## src/rtl/pcie_sym_pkg.sv

```systemverilog
// Shared symbol constants and scheduler state type for the transmit-side
// ordered-set scheduler.
// No ports: imported by the scheduler and its sub-blocks.
package pcie_sym_pkg;

  // 8b/10b data bytes; the k flag is carried separately.
  localparam logic [7:0] SYM_COM    = 8'hBC;  // K28.5
  localparam logic [7:0] SYM_SKP    = 8'h1C;  // K28.0
  localparam logic [7:0] SYM_PAD    = 8'hF7;  // K23.7
  localparam logic [7:0] SYM_TS1_ID = 8'h4A;  // D10.2
  localparam logic [7:0] SYM_TS2_ID = 8'h45;  // D5.2
  localparam logic [7:0] SYM_IDL    = 8'h00;  // D0.0

  localparam int unsigned TS_LEN = 16;

  typedef enum logic [1:0] {
    IDLE,
    TS,
    SKP
  } os_state_e;

endpackage

```

## src/rtl/skp_timer.sv

```systemverilog
// SKP interval timer. Counts enabled symbol slots; once SKP_INTERVAL-1 is
// reached it raises pending and saturates until reloaded.
// Ports:
//   clk, rst   - symbol clock, async active-high reset
//   sym_en     - slot enable; timer frozen when low
//   reload     - SKP COM issued this slot: restart interval, drop pending
//   pending    - a SKP ordered set is due
module skp_timer #(
  parameter int unsigned SKP_INTERVAL = 1180
) (
  input  logic clk,
  input  logic rst,
  input  logic sym_en,
  input  logic reload,
  output logic pending
);

  localparam int unsigned CW = (SKP_INTERVAL > 2) ? $clog2(SKP_INTERVAL) : 1;
  localparam logic [CW-1:0] CNT_MAX = CW'(SKP_INTERVAL - 1);

  logic [CW-1:0] cnt;

  always_ff @(posedge clk or posedge rst) begin
    if (rst) begin
      cnt     <= '0;
      pending <= 1'b0;
    end else if (sym_en) begin
      if (reload) begin
        cnt     <= '0;
        pending <= 1'b0;
      end else if (cnt != CNT_MAX) begin
        cnt     <= cnt + CW'(1);
        pending <= ((cnt + CW'(1)) == CNT_MAX);
      end
    end
  end

endmodule

```

## src/rtl/tx_os_scheduler.sv

```systemverilog
// Transmit symbol scheduler in front of the 8b/10b encoder. Issues TS1/TS2
// ordered sets on request, inserts SKP ordered sets at a fixed interval and
// fills every other slot with logical idle.
// Ports:
//   clk, rst                 - symbol clock, async active-high reset
//   sym_en                   - slot enable; low freezes everything
//   ts_req, ts_type          - training-set request (level), 0=TS1 1=TS2
//   link_pad, lane_pad       - send PAD in place of link/lane number
//   link_num .. train_ctl    - TS symbols 1..5
//   kerr_clr, enc_kin_err    - sticky K-code error clear / set
//   enc_en, enc_kin, enc_din - registered encoder inputs
//   ts_done, skp_sent        - pulses aligned with last TS / SKP COM symbol
//   os_active                - TS or SKP symbol on enc_din
//   kerr_sticky              - latched encoder K-code error
module tx_os_scheduler
  import pcie_sym_pkg::*;
#(
  parameter int unsigned SKP_INTERVAL = 1180,
  parameter int unsigned SKP_LEN      = 3
) (
  input  logic       clk,
  input  logic       rst,
  input  logic       sym_en,
  input  logic       ts_req,
  input  logic       ts_type,
  input  logic       link_pad,
  input  logic       lane_pad,
  input  logic [7:0] link_num,
  input  logic [7:0] lane_num,
  input  logic [7:0] n_fts,
  input  logic [7:0] rate_id,
  input  logic [7:0] train_ctl,
  input  logic       kerr_clr,
  input  logic       enc_kin_err,
  output logic       enc_en,
  output logic       enc_kin,
  output logic [7:0] enc_din,
  output logic       ts_done,
  output logic       skp_sent,
  output logic       os_active,
  output logic       kerr_sticky
);

  os_state_e  state, state_d, dec, cur_state;
  logic [3:0] sidx, sidx_d, cur_idx;
  logic       skp_pending, last, reload, capture;
  logic [7:0] sym_din;
  logic       sym_kin;

  // Fields captured on the TS COM slot and held for the whole set.
  logic       cap_ts2, cap_link_pad, cap_lane_pad;
  logic [7:0] cap_link, cap_lane, cap_nfts, cap_rate, cap_ctl;

  skp_timer #(
    .SKP_INTERVAL(SKP_INTERVAL)
  ) u_skp_timer (
    .clk    (clk),
    .rst    (rst),
    .sym_en (sym_en),
    .reload (reload),
    .pending(skp_pending)
  );

  always_comb begin
    dec = skp_pending ? SKP : (ts_req ? TS : IDLE);

    // An IDLE slot is itself a boundary: the chosen set starts in this slot.
    // A set's last slot instead decides what starts in the following slot.
    if (state == IDLE) begin
      cur_state = dec;
      cur_idx   = 4'd0;
    end else begin
      cur_state = state;
      cur_idx   = sidx;
    end

    last = ((cur_state == TS)  && (cur_idx == 4'(TS_LEN - 1))) ||
           ((cur_state == SKP) && (cur_idx == 4'(SKP_LEN)));

    reload  = (cur_state == SKP) && (cur_idx == 4'd0);
    capture = (cur_state == TS)  && (cur_idx == 4'd0);

    sym_din = SYM_IDL;
    sym_kin = 1'b0;
    case (cur_state)
      TS: begin
        case (cur_idx)
          4'd0: begin
            sym_din = SYM_COM;
            sym_kin = 1'b1;
          end
          4'd1: begin
            sym_din = cap_link_pad ? SYM_PAD : cap_link;
            sym_kin = cap_link_pad;
          end
          4'd2: begin
            sym_din = cap_lane_pad ? SYM_PAD : cap_lane;
            sym_kin = cap_lane_pad;
          end
          4'd3:    sym_din = cap_nfts;
          4'd4:    sym_din = cap_rate;
          4'd5:    sym_din = cap_ctl;
          default: sym_din = cap_ts2 ? SYM_TS2_ID : SYM_TS1_ID;
        endcase
      end
      SKP: begin
        sym_din = (cur_idx == 4'd0) ? SYM_COM : SYM_SKP;
        sym_kin = 1'b1;
      end
      default: begin
        sym_din = SYM_IDL;
        sym_kin = 1'b0;
      end
    endcase

    if (cur_state == IDLE) begin
      state_d = IDLE;
      sidx_d  = 4'd0;
    end else if (last) begin
      state_d = dec;
      sidx_d  = 4'd0;
    end else begin
      state_d = cur_state;
      sidx_d  = cur_idx + 4'd1;
    end
  end

  always_ff @(posedge clk or posedge rst) begin
    if (rst) begin
      state        <= IDLE;
      sidx         <= 4'd0;
      cap_ts2      <= 1'b0;
      cap_link_pad <= 1'b0;
      cap_lane_pad <= 1'b0;
      cap_link     <= 8'h00;
      cap_lane     <= 8'h00;
      cap_nfts     <= 8'h00;
      cap_rate     <= 8'h00;
      cap_ctl      <= 8'h00;
      enc_en       <= 1'b0;
      enc_kin      <= 1'b0;
      enc_din      <= 8'h00;
      ts_done      <= 1'b0;
      skp_sent     <= 1'b0;
      os_active    <= 1'b0;
      kerr_sticky  <= 1'b0;
    end else begin
      enc_en   <= sym_en;
      ts_done  <= 1'b0;
      skp_sent <= 1'b0;
      if (sym_en) begin
        state     <= state_d;
        sidx      <= sidx_d;
        enc_din   <= sym_din;
        enc_kin   <= sym_kin;
        ts_done   <= (cur_state == TS) && last;
        skp_sent  <= reload;
        os_active <= (cur_state != IDLE);
        if (capture) begin
          cap_ts2      <= ts_type;
          cap_link_pad <= link_pad;
          cap_lane_pad <= lane_pad;
          cap_link     <= link_num;
          cap_lane     <= lane_num;
          cap_nfts     <= n_fts;
          cap_rate     <= rate_id;
          cap_ctl      <= train_ctl;
        end
      end
      // Set has priority over clear.
      if (enc_kin_err) begin
        kerr_sticky <= 1'b1;
      end else if (kerr_clr) begin
        kerr_sticky <= 1'b0;
      end
    end
  end

endmodule

```

## config.mk

```make
export PLATFORM = sky130hd
export DESIGN_NAME = tx_os_scheduler
export DESIGN_NICKNAME = d
export VERILOG_FILES = /design/src/rtl/pcie_sym_pkg.sv /design/src/rtl/skp_timer.sv /design/src/rtl/tx_os_scheduler.sv
export SDC_FILE = /design/constraint.sdc
export NUM_CORES = 1
export LEC_CHECK = 0
export ABC_AREA = 1
export CORE_UTILIZATION = 50
export CTS_CLUSTER_SIZE = 24
export DETAILED_ROUTE_END_ITERATION = 8
export PLACE_DENSITY = 0.79
export SKIP_CTS_REPAIR_TIMING = 1
export SYNTH_ARGS = -nofsm -noshare
export SYNTH_HDL_FRONTEND = slang
export SYNTH_SLANG_ARGS = --single-unit
```

## constraint.sdc

```tcl
create_clock -name clk -period 5.55 [get_ports clk]
set_clock_uncertainty 0.05 [all_clocks]
set_input_delay 1.11 -clock clk [delete_from_list [all_inputs] [get_ports clk]]
set_output_delay 1.11 -clock clk [all_outputs]
set_load 0.02 [all_outputs]
```

==> flow_summary.yaml <==
routing:
  vias_per_cell: 5.17
  wl_per_cell_um: 14.2
  drt-total-wl_mm: 8.19
  num_vias: 2990
  antenna_left: 0
  drc: 0
  firstDrtPassIters: 4
  drt_iter0_drc: 131
power:
  cellLeakagePower_nw: 2.27
  vdd_drop_max_mv: 0.156
  powerDensity_nw_per_um2: 328
global_routing:
  use_met2_pct: 34.4
  grt_pass1_wl_mm: 13.9
  grt_antenna_before_repair: 0
  met3_usage_pct: 3.72
  grt_max_degree: 51
  grt.busiest_layer: "met2"
  grt_pass1_vias: 2891
  track_usage_pct: 21.7
  grtUsageMet1_pct: 30.3
  gr-total-overflow: 0
die:
  floorplan.die_area_um2: 8100
  rows: 31
  die_y_um: 90.0
  start_util_pct: 52.5
  pin_count: 63
  dieWidth_um: 90.0
  core_region_area_um2: 7370
placed_design:
  postPlaceCellArea_um2: 4570
  globalplace.congestion: 0.851
  dp_hpwl_mm: 6.07
  numPortBuffers: 62
timing:
  post-route-period-util_pct: 56.4
  maxSlewHeadroom_pct: 45.9
  fmax_mhz: 320
  setup_viol: 0
  rsz0062_at_grt: "no"
  tightest_slew_ns: 0.810
  finalMaxSlewViolations: 0
  setup_tns_ns: 0
  min_period_ns: 3.13
  hold_viol: 0
synth:
  yosysSeqAreaShare_pct: 48.5
  synth_cell_type_count: 28
  syn_area_um2: 3870
  synthCells: 407
  yosys_register_bits: 75
  synth_area_per_cell_um2: 9.51
  yosysWarnings: 0
  synthesis.nets: 461
worst_setup_path:
  crit_required_ns: 5.74
  slowest_stage: "clkdlybuf4s50_1"
  crit_type: "input pin to flip-flop"
  crit_family: "buffers and inverters"
  crit_top_cell: "nand2_1"
  cp-start-kind: "input pin"
  cp_slowest_stage_delay_ns: 0.46
  path_max_fanout: 50
  cp_cell_sequence: "clkdlybuf4s50_1 -> nand2_1 -> o21ai_0 -> ha_1 -> nand2_1 -> inv_1 -> nand2_4 -> mux2_4"
  critPathBufInv: 2
  end_kind: "flip-flop"
  cp_data_arrival_time_ns: 3.32
clocking:
  clk_pin_slew_ns: 0.07
  cts_tree: "done"
  cts_max_level: 3
  cts.path.max_buffers: 2
  numCtsBuffers: 9
  cts_sinks: 75
  clockRootBuffer: "clkbuf_8"
  clk_latency_ns: 0.36
status:
  status: "completed"
layout:
  final_nets: 528
  regArea_um2: 1880
  fin_area_um2: 4730
  drive_above_1_share_pct: 14.6
  multiInputGateArea_um2: 1750
  fillerInstances: 613
  syn2layout_area_growth_pct: 22.1
  final_cell_mix: "nand2_1 (84), dfrtp_1 (75), clkdlybuf4s50_1 (62)"
  antenna_cells: 0
  final_common_cell: "nand2_1"
worst_hold_path:
  hold_class: "flip-flop to flip-flop"
run:
  max_cap_viol_count: 0
## cell families (layout without fill, tap and decap cells)
group	Yosys count	count (layout)	synth area share, %
xor+xnor	9	9	2.04
simple gates	165	165	18.8
flops	75	75	48.5
mux	36	36	14.0
compound gates	61	61	8.86
fa+ha+maj	5	5	1.62
buf+inv	56	128	6.24
## tightest hold or removal path: stages (launching register included)
cell and delay, ns:
dfrtp_1 0.34, nand2_1 0.05, nand2_1 0.05
## final timing paths
path	from	depth (start not counted)	end	slack, ns
worst max-delay path	ts_req	8	cap_link[2]$_DFFE_PP0P_	2.42
worst min register to register	enc_din[3]$_DFFE_PP0P_	2	enc_din[3]$_DFFE_PP0P_	0.43
worst max register to register	u_skp_timer.pending$_DFFE_PP0P_	8	cap_link[2]$_DFFE_PP0P_	3.15
min in group asynchronous	rst	2	cap_lane[7]$_DFFE_PP0P_	1.19
worst min-delay path	enc_din[3]$_DFFE_PP0P_	2	enc_din[3]$_DFFE_PP0P_	0.43
max in group asynchronous	rst	3	sidx[3]$_DFFE_PP0P_	3.32
## where the power goes
group	switching, mW	internal, mW	total [mW]
Sequential	0.0983	0.674	0.773
Combinational	0.192	0.229	0.421
Clock	0.199	0.160	0.359
Total	0.489	1.06	1.55
## final cells by class
cell class                 instances  share of cell area [%]
sequential                        75                    39.7
clock inverter                     5                   0.635
inverter                          49                    3.89
timing repair buffer              63                    13.3
tap                               99                    2.62
clock buffer                      11                    2.78
multi-input combinational        276                    37.1
## registers in the layout (all words and copies together) (netlist names), 2 cells and up
name,flops
cap_nfts,8
cap_rate,8
u_skp_timer.cnt,11
cap_lane,8
cap_ctl,8
enc_din,8
cap_link,8
sidx,4
state,2
## cells in the mapped netlist
| cell | count | area, um2 |
|---|---|---|
| a21oi_1 | 12 | 60.1 |
| buf_2 | 1 | 5.00 |
| buf_6 | 4 | 45.0 |
| clkbuf_1 | 2 | 7.51 |
| dfrtp_1 | 75 | 1880 |
| ha_1 | 5 | 62.6 |
| inv_1 | 44 | 165 |
| inv_2 | 5 | 18.8 |
| mux2_4 | 36 | 541 |
| nand2_1 | 84 | 315 |
| nand2_2 | 2 | 12.5 |
| nand2_4 | 2 | 22.5 |
| nand3_1 | 25 | 125 |
| nand4_1 | 7 | 43.8 |
| nor2_1 | 33 | 124 |
| nor2_2 | 2 | 12.5 |
| nor2_4 | 2 | 22.5 |
| nor3_1 | 6 | 30.0 |
| nor3_2 | 2 | 20.0 |
| o211ai_1 | 2 | 15.0 |
| o21ai_0 | 34 | 170 |
| o21ai_1 | 6 | 30.0 |
| o21ai_2 | 1 | 8.76 |
| o21ai_4 | 2 | 32.5 |
| o21bai_1 | 1 | 7.51 |
| o22ai_1 | 3 | 18.8 |
| xnor2_1 | 1 | 8.76 |
| xor2_1 | 8 | 70.1 |
## metrics by stage
step / instances / power, mW / utilization (%) / setup WS [ns] / hold slack (ns)
6_report: 578 / 1.55 / 64.1 / 2.42 / 0.427
5_1_grt: 578 / 1.64 / 64.1 / 2.23 / 0.462
4_1_cts: 578 / 1.56 / 64.1 / 2.42 / 0.434
3_5_place_dp: 562 / 1.20 / 62.0 / 2.08 / 0.415
3_3_place_gp: 562 / 1.18 / 62.0 / 2.12 / 0.412
2_1_floorplan: 407 / 1.06 / - / 2.48 / 0.426
## metal layers
layer  share of wire [%]  vias up
li1                    -     1463
met1                  47     1427
met2                  47       88
met3                 4.9       12
met4                 1.2        0
met5                   0        -
Power figures use the tool's default switching activity.
